**config.mk**
```make
export PLATFORM = sky130hd
export DESIGN_NAME = game_ctrl
export DESIGN_NICKNAME = d
export VERILOG_FILES = /design/src/rtl/game_ctrl.sv
export SDC_FILE = /design/constraint.sdc
export NUM_CORES = 1
export LEC_CHECK = 0
export CAP_MARGIN = 20
export CELL_PAD_IN_SITES_DETAIL_PLACEMENT = 1
export CELL_PAD_IN_SITES_GLOBAL_PLACEMENT = 2
export CORE_MARGIN = 3
export CORE_UTILIZATION = 33
export CTS_BUF_LIST = sky130_fd_sc_hd__clkbuf_4 sky130_fd_sc_hd__clkbuf_8
export DETAILED_ROUTE_END_ITERATION = 7
export PLACE_DENSITY_LB_ADDON = 0.08
export SLEW_MARGIN = 15
export SYNTH_ARGS = -nofsm -noshare
export SYNTH_HDL_FRONTEND = slang
export SYNTH_SLANG_ARGS = --single-unit
```
**constraint.sdc**
```tcl
create_clock -name CLK -period 2.5 [get_ports CLK]
set_input_delay 0.25 -clock CLK [delete_from_list [all_inputs] [get_ports CLK]]
set_output_delay 0.25 -clock CLK [all_outputs]
set_load 0.02 [all_outputs]
```
**src/rtl/game_ctrl.sv**
```systemverilog
// Game sequencer for the factorization game: start request, question-number
// handshake, answer countdown, judging, and the 4-bit STATE code for display.
module game_ctrl #(
  parameter int SEC_CYCLES = 50_000_000,
  parameter int ANSWER_SEC = 9,
  parameter int RESULT_SEC = 3,
  parameter int ROUNDS     = 5
) (
  input  logic       CLK,
  input  logic       RST,
  input  logic       BTN_1P,
  input  logic       OK,
  input  logic [3:0] NUM,
  input  logic       ANS_VALID,
  input  logic       ANS_CORRECT,
  output logic [3:0] STATE,
  output logic       READY_1P,
  output logic [3:0] Q_NUM,
  output logic [3:0] TIME_LEFT,
  output logic [3:0] SCORE,
  output logic [3:0] MISS,
  output logic [3:0] ROUND
);

  // Handshake: READY_1P is a one-cycle request; the ready stage answers with
  // OK (a level), and NUM is taken on the first OK cycle seen in WAIT_OK only.

  typedef enum logic [3:0] {
    S_IDLE    = 4'd0,
    S_ARM     = 4'd1,
    S_WAIT_OK = 4'd2,
    S_ANSWER  = 4'd4,
    S_DRAW    = 4'd6,
    S_GOOD    = 4'd8,
    S_OUCH    = 4'd9,
    S_WIN     = 4'd10,
    S_LOSE    = 4'd11
  } state_e;

  localparam int          TW          = (SEC_CYCLES > 1) ? $clog2(SEC_CYCLES) : 1;
  localparam logic [TW-1:0] TICK_LAST = TW'(SEC_CYCLES - 1);
  localparam logic [3:0]  ANSWER_SEC_4 = 4'(ANSWER_SEC);
  localparam logic [3:0]  RESULT_LAST  = 4'(RESULT_SEC - 1);
  localparam logic [3:0]  ROUNDS_4     = 4'(ROUNDS);

  state_e        state_q, state_d;
  logic          ready_q, ready_d;
  logic [3:0]    q_num_q, q_num_d;
  logic [3:0]    time_left_q, time_left_d;
  logic [3:0]    score_q, score_d;
  logic [3:0]    miss_q, miss_d;
  logic [3:0]    round_q, round_d;
  logic [3:0]    sec_q, sec_d;
  logic [TW-1:0] tick_cnt_q, tick_cnt_d;
  logic          btn_q;

  logic       btn_rise;
  logic       tick;
  logic [3:0] round_next;

  assign btn_rise   = BTN_1P & ~btn_q;
  assign tick       = (tick_cnt_q == TICK_LAST);
  assign round_next = round_q + 4'd1;

  always_comb begin
    state_d     = state_q;
    q_num_d     = q_num_q;
    time_left_d = time_left_q;
    score_d     = score_q;
    miss_d      = miss_q;
    round_d     = round_q;
    sec_d       = sec_q;
    tick_cnt_d  = '0;

    case (state_q)
      S_IDLE: begin
        if (btn_rise) begin
          score_d = 4'd0;
          miss_d  = 4'd0;
          round_d = 4'd0;
          state_d = S_ARM;
        end
      end
      S_ARM: state_d = S_WAIT_OK;
      S_WAIT_OK: begin
        if (OK) begin
          q_num_d     = NUM;
          time_left_d = ANSWER_SEC_4;
          state_d     = S_ANSWER;
        end
      end
      S_ANSWER: begin
        tick_cnt_d = tick ? '0 : tick_cnt_q + TW'(1);
        // An answer arriving on a tick cycle takes priority over the countdown.
        if (ANS_VALID) begin
          tick_cnt_d = '0;
          sec_d      = 4'd0;
          if (ANS_CORRECT) begin
            score_d = score_q + 4'd1;
            state_d = S_GOOD;
          end else begin
            miss_d  = miss_q + 4'd1;
            state_d = S_OUCH;
          end
        end else if (tick) begin
          if (time_left_q == 4'd1) begin
            time_left_d = 4'd0;
            miss_d      = miss_q + 4'd1;
            sec_d       = 4'd0;
            state_d     = S_OUCH;
          end else begin
            time_left_d = time_left_q - 4'd1;
          end
        end
      end
      S_GOOD, S_OUCH: begin
        tick_cnt_d = tick ? '0 : tick_cnt_q + TW'(1);
        if (tick) begin
          if (sec_q == RESULT_LAST) begin
            round_d = round_next;
            if (round_next == ROUNDS_4) begin
              if (score_q > miss_q)      state_d = S_WIN;
              else if (score_q < miss_q) state_d = S_LOSE;
              else                       state_d = S_DRAW;
            end else begin
              state_d = S_ARM;
            end
          end else begin
            sec_d = sec_q + 4'd1;
          end
        end
      end
      S_WIN, S_LOSE, S_DRAW: begin
        if (btn_rise) state_d = S_IDLE;
      end
      default: state_d = S_IDLE;
    endcase

    ready_d = (state_d == S_ARM);
  end

  always_ff @(posedge CLK or negedge RST) begin
    if (!RST) begin
      state_q     <= S_IDLE;
      ready_q     <= 1'b0;
      q_num_q     <= 4'd0;
      time_left_q <= 4'd0;
      score_q     <= 4'd0;
      miss_q      <= 4'd0;
      round_q     <= 4'd0;
      sec_q       <= 4'd0;
      tick_cnt_q  <= '0;
      btn_q       <= 1'b0;
    end else begin
      state_q     <= state_d;
      ready_q     <= ready_d;
      q_num_q     <= q_num_d;
      time_left_q <= time_left_d;
      score_q     <= score_d;
      miss_q      <= miss_d;
      round_q     <= round_d;
      sec_q       <= sec_d;
      tick_cnt_q  <= tick_cnt_d;
      btn_q       <= BTN_1P;
    end
  end

  assign STATE     = state_q;
  assign READY_1P  = ready_q;
  assign Q_NUM     = q_num_q;
  assign TIME_LEFT = time_left_q;
  assign SCORE     = score_q;
  assign MISS      = miss_q;
  assign ROUND     = round_q;

endmodule

```
==> results list <==
- Capturing element type of the critical path: flip-flop
* Path category of the worst min-delay check: in2reg
* Worst-case hold path end point: btn_q$_DFF_PN0_
- In this run the post-CTS setup repair buffer count came out at 0.
* Final critical-path required period: approximately 2.3 ns
- Once detail routing completed, the nets flagged for antenna violations numbered 0.
- The global routing stage identified its most utilized layer as met2.
- Met2 layer usage reported by global route: 30.1%
* Vias in the first global route: roughly 3.0k
* Portion of the post-synthesis area used by sequential elements: between 40% and 50%
- Critical path arrival: about 2.6 ns
* Number of antenna violations at the first check in global routing: 0
- Reg2Reg Depth: 5
- Timing would allow up to 431 MHz.
- Worst setup path class: reg2reg
- TritonCTS clock tree: done
* Synthesized flop and latch total: 56
- Final wirelength: between 9000 and 10,000 microns
- Leakage power summed over all cells: approximately 1.7 nW
- Final worst clock skew: 0.0120 ns
- After synthesis, the mean cell area works out to approximately 9.4 sq um.
- Final setup TNS: 0 ns
* Reg-to-Reg End: STATE[0]$_DFF_PN0_
- Leaving out fill and tap cells, the most frequent cell in the layout is dfrtp_1.
- Cells fill a little over two fifths of the core in the end.
* Final Max Tran Viols: 0
- Overflow after GRT: 0
- For this design, the sink count on the clock tree is 56.
- Along the worst hold path, the cell count comes to 1.
- Met1 capacity usage during global routing: between 20 and 25%
* Width of the die: about 110 microns
- For the pin with the worst max-slew slack, the measured transition is approximately 0.65 ns.
- The die covers ~11,000 sq um.
* Detailed-route wire length per cell: 17.3 microns
* Largest net degree at the start of global routing: 25
- Highest ir drop seen on vdd: around 0.00024 V
* Via-per-instance ratio: 5.33
- Count of TritonRoute iterations in the first routing pass: 4
* Status: completed
- The worst register-to-register path has a setup slack of 0.18 ns.
- The number of antenna diodes in the final layout is 0.
- The wire-length estimate of the detail-placed layout is approximately 7000 microns.
- The worst hold path begins at BTN_1P.
- Data required time at the worst endpoint: approximately 2.8 ns
* Number of clock buffers inserted by TritonCTS: 5
- Number of top-level pins: 35
- Setup repair after global routing left no endpoint under its margin.
- For the worst-skew pair, the clock arrives at the later sink with an insertion delay of about 0.31 ns.
* Global-route total usage across every layer: around 17%
* CTS max path bufs: 2
* Number of vias after detailed routing: roughly 2.8k
- In the synthesized netlist the dominant register cell turns out to be dfrtp_1.
- Across the run, the number of max-cap violations was 0.
- Input and output buffers added on the ports amount to 34.
- In this run the clock root is driven by a clkbuf_8.
* Number of cell rows: 35
* DR iter-0 viols: 95
* Netlist area before placement: between 3000 and 4000 sq um
- The biggest area contributor in the post-synthesis netlist is dfrtp_1.
- Commonest non-fill, non-tap cells in the layout: dfrtp_1, nor2_1, clkdlybuf4s50_1, nand3_1, xor2_1
- In the synthesized netlist, the number of instances is ~350.
* Post-CTS Resized: 0
* Die Y: 106 microns
- In this run, distinct cell masters in the synthesized netlist total 60.
- The synthesized design contains 0 enable-type register cells.
- Along the worst path, the maximum fanout reaches 7.
- Global routing consumed, on the met3 layer, 2.79% of the routing resources.
- The hold violation total from the final report is 0.
* Power per cell area: a little over 800 nW/um^2
- Worst reg2reg path startpoint: tick_cnt_q[9]$_DFF_PN0_
- The first global-routing pass estimated around 16,000 microns of wire.
- The layout has between 1k and 1.5k filler cells.
- NumNets Final: 420
- Share of synthesized registers carrying an async set or reset: 100%
- Routability-driven placement congestion ratio: ~0.79
- Number of remaining DRC errors: 0
- Worst slack on hold paths: approximately 0.40 ns
- Quantity of hold-fixing buffers added after cts: 1
* Cells taking the most area after synthesis: dfrtp_1, xor2_1, ha_1
- Setup violations remaining at the end of the flow were counted as 0.
- The initial utilization of the core area, before any placement, comes to between 30% and 40%.
- After synthesis, the largest area contributor takes up between 40% and 50% of total cell area.
- The H-tree generated during clock tree synthesis spans 2 levels.
* Portion of the clock cycle consumed by the worst path in the final layout: 92.8%
* Tightest slew margin relative to the limit: between 50% and 60%
- Area overhead of the layout relative to synthesis: 21.1%
* Area of the core region: 9500 sq um
- Clock-pin slew was measured on the worst setup and hold paths at ~0.11 ns.
- The number of nets handed over by synthesis was roughly 380.
- Total number of yosys warnings: 0
- CP Launch Type: flip-flop
* Ratio of cells with drive above 1 in the final layout: between 10% and 20%
[cell usage after synthesis, drive strengths merged (3+ instances only)]
master,n
and4,3
a2111oi,3
inv,13
a21oi,17
ha,13
a22o,3
xnor2,5
a21o,3
nand3b,3
o21ai,12
and2,5
o31ai,4
nor3,13
and3,6
dfrtp,56
nand4,16
xor2,19
or4b,4
mux2,6
a31oi,3
clkbuf,10
nor2,42
nand3,28
buf,7
or3b,3
nand2,18
[registers in the layout (all words and copies together) (netlist names)]
name        count
SCORE           4
tick_cnt_q     26
READY_1P        1
MISS            4
Q_NUM           4
sec_q           4
TIME_LEFT       4
ROUND           4
STATE           4
btn_q           1
[power breakdown]
part | switching (W) | internal (W) | total (W)
clock network | 0.000306 | 0.000395 | 0.000700
registers | 0.000190 | 0.00105 | 0.00124
logic | 0.000725 | 0.000578 | 0.00130
[critical path, cell delays in order (launching register included)]
cell,delay (ns)
dfrtp_1,0.47
or4b_4,0.56
nor4_4,0.48
nand2_1,0.14
a2111oi_0,0.44
nand3b_1,0.18
[cell type report]
cell class              instances  area (sq um)  area share (%)
repair buffers                 54           500            12.5
clock buffers                   5          68.8            1.71
inverters                      13          48.8            1.21
flip-flops and latches         56          1400            34.9
clock inverters                 2          60.1            1.49
multi-input cells             267          1780            44.2
well taps                     129           161            4.02
[layer usage]
layer | up-vias | routed length [microns]
li1 | 1370 | -
met1 | 1401 | 4260
met2 | 33 | 4580
met3 | 2 | 251
met4 | 0 | 39
met5 | - | 0
[cells by family after synthesis]
logic type | after synthesis | synth area share [%]
AOI/OAI and AO/OA | 60 | 11.9
xor gates and xnor gates | 24 | 6.33
adders and majority gates | 13 | 4.90
buffers and inverters | 30 | 4.22
DFF | 56 | 42.2
muxes | 7 | 2.34
and+or+nand+nor | 163 | 28.0
[worst max path at each step]
stage | start | endpoint | slack, ns
2_1_floorplan | STATE[0]$_DFF_PN0_ | sec_q[3]$_DFFE_PN0P_ | 0.40
3_3_place_gp | tick_cnt_q[9]$_DFF_PN0_ | READY_1P$_DFF_PN0_ | 0.24
3_5_place_dp | tick_cnt_q[9]$_DFF_PN0_ | STATE[0]$_DFF_PN0_ | 0.22
4_1_cts | tick_cnt_q[9]$_DFF_PN0_ | STATE[0]$_DFF_PN0_ | 0.19
5_1_grt | tick_cnt_q[9]$_DFF_PN0_ | STATE[0]$_DFF_PN0_ | 0.05
6_report | tick_cnt_q[9]$_DFF_PN0_ | STATE[0]$_DFF_PN0_ | 0.18
[through the flow]
step	std cells	total power, W	worst slack (ns)	cell area, sq um
after floorplan	353	0.00200	0.403	3320
after global placement	518	0.00257	0.243	3880
after detailed placement	518	0.00257	0.220	3880
after CTS	526	0.00330	0.195	4020
after global routing	526	0.00349	0.0537	4020
final	526	0.00325	0.180	4020
(Power assumes the default switching activity.)
